`src/rtl/st1_ifid_skid_reg.sv`:
```
// IF/ID pipeline register: 2-entry skid buffer between fetch and decode.
// Opcode, immediate field and extension select are decoded on capture and held in flops.
module st1_ifid_skid_reg #(
  parameter int DATA_W = 16,
  parameter int PC_W   = 16,
  parameter int CNT_W  = 8
) (
  input  logic              clk,
  input  logic              rst,
  input  logic              in_valid,
  output logic              in_ready,
  input  logic [DATA_W-1:0] in_instr,
  input  logic [PC_W-1:0]   in_pc,
  input  logic              flush,
  output logic              out_valid,
  input  logic              out_ready,
  output logic [DATA_W-1:0] out_instr,
  output logic [PC_W-1:0]   out_pc,
  output logic [3:0]        opcode,
  output logic [11:0]       origInstruction,
  output logic [1:0]        SE_Sel,
  output logic [1:0]        occupancy,
  output logic [CNT_W-1:0]  flush_count
);

  function automatic logic [1:0] se_sel_f(input logic [3:0] op);
    logic [1:0] sel;
    case (op)
      4'h0, 4'h1, 4'h2, 4'h3: sel = 2'b00;
      4'h4, 4'h5, 4'h6, 4'h7: sel = 2'b01;
      4'h8, 4'h9, 4'hA, 4'hB: sel = 2'b10;
      default:                sel = 2'b11;
    endcase
    return sel;
  endfunction

  // Main entry (drives out_*) and skid entry.
  logic              m_valid_q, m_valid_d;
  logic [DATA_W-1:0] m_instr_q, m_instr_d;
  logic [PC_W-1:0]   m_pc_q,    m_pc_d;
  logic [3:0]        m_opc_q,   m_opc_d;
  logic [11:0]       m_fld_q,   m_fld_d;
  logic [1:0]        m_sel_q,   m_sel_d;

  logic              s_valid_q, s_valid_d;
  logic [DATA_W-1:0] s_instr_q, s_instr_d;
  logic [PC_W-1:0]   s_pc_q,    s_pc_d;
  logic [3:0]        s_opc_q,   s_opc_d;
  logic [11:0]       s_fld_q,   s_fld_d;
  logic [1:0]        s_sel_q,   s_sel_d;

  logic [1:0]        occ_q,     occ_d;
  logic [CNT_W-1:0]  fcnt_q,    fcnt_d;

  logic              accept_s;
  logic              fire_s;
  logic [3:0]        in_opc_s;
  logic [11:0]       in_fld_s;
  logic [1:0]        in_sel_s;

  assign in_opc_s = in_instr[DATA_W-1 -: 4];
  assign in_fld_s = in_instr[11:0];
  assign in_sel_s = se_sel_f(in_opc_s);

  assign accept_s = in_valid & ~s_valid_q;
  assign fire_s   = m_valid_q & out_ready;

  // Next-state selection: flush, then fill/drain of the two entries.
  always_comb begin
    m_valid_d = m_valid_q;
    m_instr_d = m_instr_q;
    m_pc_d    = m_pc_q;
    m_opc_d   = m_opc_q;
    m_fld_d   = m_fld_q;
    m_sel_d   = m_sel_q;
    s_valid_d = s_valid_q;
    s_instr_d = s_instr_q;
    s_pc_d    = s_pc_q;
    s_opc_d   = s_opc_q;
    s_fld_d   = s_fld_q;
    s_sel_d   = s_sel_q;
    fcnt_d    = fcnt_q;

    if (flush) begin
      m_valid_d = 1'b0;
      s_valid_d = 1'b0;
      if ((m_valid_q | s_valid_q | accept_s) && (fcnt_q != {CNT_W{1'b1}})) begin
        fcnt_d = fcnt_q + {{(CNT_W-1){1'b0}}, 1'b1};
      end else begin
        fcnt_d = fcnt_q;
      end
    end else if (!m_valid_q) begin
      if (accept_s) begin
        m_valid_d = 1'b1;
        m_instr_d = in_instr;
        m_pc_d    = in_pc;
        m_opc_d   = in_opc_s;
        m_fld_d   = in_fld_s;
        m_sel_d   = in_sel_s;
      end else begin
        m_valid_d = 1'b0;
      end
    end else if (fire_s) begin
      if (s_valid_q) begin
        // Skid word moves up; in_ready was low so nothing new can arrive.
        m_valid_d = 1'b1;
        m_instr_d = s_instr_q;
        m_pc_d    = s_pc_q;
        m_opc_d   = s_opc_q;
        m_fld_d   = s_fld_q;
        m_sel_d   = s_sel_q;
        s_valid_d = 1'b0;
      end else if (accept_s) begin
        m_valid_d = 1'b1;
        m_instr_d = in_instr;
        m_pc_d    = in_pc;
        m_opc_d   = in_opc_s;
        m_fld_d   = in_fld_s;
        m_sel_d   = in_sel_s;
      end else begin
        m_valid_d = 1'b0;
      end
    end else if (accept_s) begin
      s_valid_d = 1'b1;
      s_instr_d = in_instr;
      s_pc_d    = in_pc;
      s_opc_d   = in_opc_s;
      s_fld_d   = in_fld_s;
      s_sel_d   = in_sel_s;
    end else begin
      m_valid_d = m_valid_q;
      s_valid_d = s_valid_q;
    end

    occ_d = {1'b0, m_valid_d} + {1'b0, s_valid_d};
  end

  // State registers with synchronous reset.
  always_ff @(posedge clk) begin
    if (rst) begin
      m_valid_q <= 1'b0;
      m_instr_q <= {DATA_W{1'b0}};
      m_pc_q    <= {PC_W{1'b0}};
      m_opc_q   <= 4'h0;
      m_fld_q   <= 12'h000;
      m_sel_q   <= 2'b00;
      s_valid_q <= 1'b0;
      s_instr_q <= {DATA_W{1'b0}};
      s_pc_q    <= {PC_W{1'b0}};
      s_opc_q   <= 4'h0;
      s_fld_q   <= 12'h000;
      s_sel_q   <= 2'b00;
      occ_q     <= 2'b00;
      fcnt_q    <= {CNT_W{1'b0}};
    end else begin
      m_valid_q <= m_valid_d;
      m_instr_q <= m_instr_d;
      m_pc_q    <= m_pc_d;
      m_opc_q   <= m_opc_d;
      m_fld_q   <= m_fld_d;
      m_sel_q   <= m_sel_d;
      s_valid_q <= s_valid_d;
      s_instr_q <= s_instr_d;
      s_pc_q    <= s_pc_d;
      s_opc_q   <= s_opc_d;
      s_fld_q   <= s_fld_d;
      s_sel_q   <= s_sel_d;
      occ_q     <= occ_d;
      fcnt_q    <= fcnt_d;
    end
  end

  assign in_ready        = ~s_valid_q;
  assign out_valid       = m_valid_q;
  assign out_instr       = m_instr_q;
  assign out_pc          = m_pc_q;
  assign opcode          = m_opc_q;
  assign origInstruction = m_fld_q;
  assign SE_Sel          = m_sel_q;
  assign occupancy       = occ_q;
  assign flush_count     = fcnt_q;

endmodule
```
`config.mk`:
```
export PLATFORM = sky130hd
export DESIGN_NAME = st1_ifid_skid_reg
export DESIGN_NICKNAME = d
export VERILOG_FILES = /design/src/rtl/st1_ifid_skid_reg.sv
export SDC_FILE = /design/constraint.sdc
export NUM_CORES = 1
export LEC_CHECK = 0
export CORE_MARGIN = 4
export CORE_UTILIZATION = 30
export CTS_BUF_LIST = sky130_fd_sc_hd__clkbuf_4
export DETAILED_ROUTE_END_ITERATION = 7
export PLACE_DENSITY = 0.51
export RECOVER_POWER = 25
export SYNTH_ARGS = -nofsm -noshare
export SYNTH_HDL_FRONTEND = slang
export SYNTH_SLANG_ARGS = --single-unit
```
`constraint.sdc`:
```
create_clock -name clk -period 4.57 [get_ports clk]
set_input_delay 0.914 -clock clk [delete_from_list [all_inputs] [get_ports clk]]
set_output_delay 0.914 -clock clk [all_outputs]
set_load 0.05 [all_outputs]
```
==> metrics.cfg <==
[routing]
drtIter0Drc=179
highest_layer=met4
wl_per_cell_um=15.0
dr.pass1.iters=4
viasPerCell=4.86
wl_met3_um=674
drtAntennaViolNets=0
routed-via-count=3471
wl_met1_um=5040
drc=0
wl_met2_um=4880
wl_um=10700

[power_and_ir_drop]
pwr-share-seq=0.550
p_total_w=0.00160
p_leak_nw=1.67
power_frac_comb=0.206
p_per_area_nw_per_um2=320
vdd_drop_max_v=0.000120
switchingPower_w=0.000509
intPower_w=0.00109
p_sw_frac=0.318
p_clk_frac=0.244

[layout]
drive_gt1_frac=0.0406
fillers=1324
stdcell_area_um2=5010
final_common_cell=clkdlybuf4s50_1
fin_util=0.395
multi_input_area_um2=1670
synthToLayoutAreaGrowth_pct=28.4
fin_cells=714
register_area_um2=1880
fin_nets=576
diodes=0
final_cell_mix=clkdlybuf4s50_1 (95), dfxtp_1 (93), nand2_1 (70), a21oi_1 (52), nor2_1 (51)

[timing]
max_slew_margin=0.172
slew_viol_final=0
hold_viol=0
finalClockSkew_ns=0.00959
tns_ns=0
setup_viol=0
worst_slew_pin_slew_ns=1.24
post-route-period-util=0.801
rsz0062_at_grt=no
final.min_clock_period_ns=3.66
timing.fmax_mhz=273

[global_routing]
first_global_vias=3411
grt_max_degree=54
grt.total_usage=0.149
antenna_found_initial=0
grt_pass1_wl_um=17600
grt_overflow=0

[die]
dieHeight_um=122
die_w_um=122
start_util=0.308
fp-row-count=41
ioPinCount=99
die_area_um2=14900
fp.coreArea_um2=12700

[clocking]
numCtsBuffers=9
tritoncts=built
cts_root_buf=clkbuf_4
holdBufCountCts=0
clock_sinks=94
post_cts_buffers=0
clk_transition_reported_paths_ns=0.15
insertion_delay_ns=0.46
htreeDepth=3
cts-resized-gates=0
clock_path_buffers=2

[worst_setup_path]
r2r_slack_ns=0.96
path_max_fanout=41
arrival_ns=3.97
cp.required_ns=4.88
critical_path_class=in2reg
r2r_start=s_valid_q
worst-path-buf-inv=2
worstPathCellList=buf_2 > nand2b_1 > a211oi_1 > clkbuf_2 > nand2b_1 > a21oi_1
slowest_stage=a211oi_1
reg2reg_to=out_pc[14]
reg2reg_depth=6
cp-startpoint=in_valid
critPathLaunchType=primary input
cpMostUsedCell=nand2b_1
endpoint_kind=flip-flop
max_stage_delay_ns=1.04
critPathTopFamily=buffers and inverters

[logic_synthesis]
synth.distinct_cells=38
synth_nets=501
yosysWarnings=0
synth_seq_cells=94
synthCells=462
seq_area_frac_synth=0.483
syn_area_um2=3900
ys_async_sr_fraction=0
synth_flop_cell=dfxtp_1
synth_edf_count=0
avgSynthCellArea_um2=8.44

[min_path]
hold_depth=2
min-delay-start=s_pc_q[12]
hold_end=s_pc_q[12]
hold_class=reg2reg

[place]
gp_congestion=0.717
port_buffers=98
dpl-instance-area_um2=4930
dpl.cell_count=698
hpwl_um=6800

[flow_run]
drv_cap=0

[status]
status=finished clean

## kinds of logic after synthesis
kind of cell / Yosys count / synth area share
xor+xnor: 2 / 0.00450
simple gates: 142 / 0.154
compound gates: 146 / 0.260
mux: 2 / 0.00514
buf+inv: 74 / 0.0864
fa+ha+maj: 2 / 0.00642
flops: 94 / 0.483
## synthesized netlist by cell type (2+ instances only)
library cell | n | area share
o21a_1 | 34 | 0.065
buf_6 | 4 | 0.012
and2_1 | 2 | 0.0032
nor2_1 | 51 | 0.049
dfxtp_1 | 94 | 0.48
mux2i_1 | 2 | 0.0051
o41ai_1 | 2 | 0.0045
buf_1 | 2 | 0.0019
buf_4 | 2 | 0.0039
a21oi_1 | 52 | 0.067
nand2b_1 | 4 | 0.0064
nor2b_1 | 3 | 0.0048
a211oi_1 | 4 | 0.0077
and4_1 | 2 | 0.0045
a32oi_1 | 15 | 0.034
nor3_1 | 3 | 0.0039
nand2_1 | 70 | 0.067
a32o_1 | 16 | 0.041
clkbuf_1 | 14 | 0.013
inv_1 | 35 | 0.034
nand3_1 | 2 | 0.0026
o21ai_0 | 2 | 0.0026
o22ai_1 | 15 | 0.024
ha_1 | 2 | 0.0064
buf_2 | 17 | 0.022
## area by class of cell
| type | count | area share |
|---|---|---|
| timing repair buffer | 103 | 0.201 |
| clock inverter | 6 | 0.00575 |
| clock buffer | 10 | 0.0150 |
| inverter | 35 | 0.0262 |
| sequential | 94 | 0.376 |
| tap | 172 | 0.0430 |
| multi-input combinational | 294 | 0.333 |
## worst min-delay path: stages (launching register included)
cell,delay [ns]
dfxtp_1,0.34
nand2_1,0.05
a21oi_1,0.05
## metrics by stage
| step | worst slack (ns) | hold slack (ns) |
|---|---|---|
| 6_report | 0.909 | 0.466 |
| 3_5_place_dp | 1.43 | 0.446 |
| 2_1_floorplan | 2.50 | 0.436 |
| 3_3_place_gp | 1.49 | 0.441 |
| 5_1_grt | 0.591 | 0.485 |
| 4_1_cts | 1.24 | 0.466 |
## routing by layer
| metal | vias up | track usage |
|---|---|---|
| met3 | 10 | 0.0409 |
| met4 | 0 | 0.0651 |
| li1 | 1742 | - |
| met2 | 71 | 0.230 |
| met1 | 1648 | 0.195 |
| met5 | - | 0 |
## registers in the layout, summed over array words and instances (netlist names)
name / flops
origInstruction: 12
opcode: 4
out_pc: 16
SE_Sel: 2
out_valid: 1
out_instr: 16
s_valid_q: 1
flush_count: 8
s_instr_q: 16
occupancy: 2
s_pc_q: 16
## worst max path at each step
stage | end | depth (start not counted) | slack [ns]
5_1_grt | out_pc[14] | 6 | 0.59
6_report | out_pc[14] | 6 | 0.91
4_1_cts | out_valid | 1 | 1.24
2_1_floorplan | in_ready | 4 | 2.50
3_5_place_dp | out_pc[14] | 6 | 1.43
3_3_place_gp | out_pc[14] | 6 | 1.49
## power groups by stage
| stage | combinational [W] | clock (W) | sequential [W] |
|---|---|---|---|
| floorplan | 0.000102 | 0 | 0.00101 |
| global placement | 0.000333 | 0 | 0.000899 |
| detailed placement | 0.000334 | 0 | 0.000899 |
| CTS | 0.000335 | 0.000417 | 0.000882 |
| global route | 0.000352 | 0.000437 | 0.000887 |
| finish | 0.000330 | 0.000390 | 0.000881 |
Power figures use the tool's default switching activity.
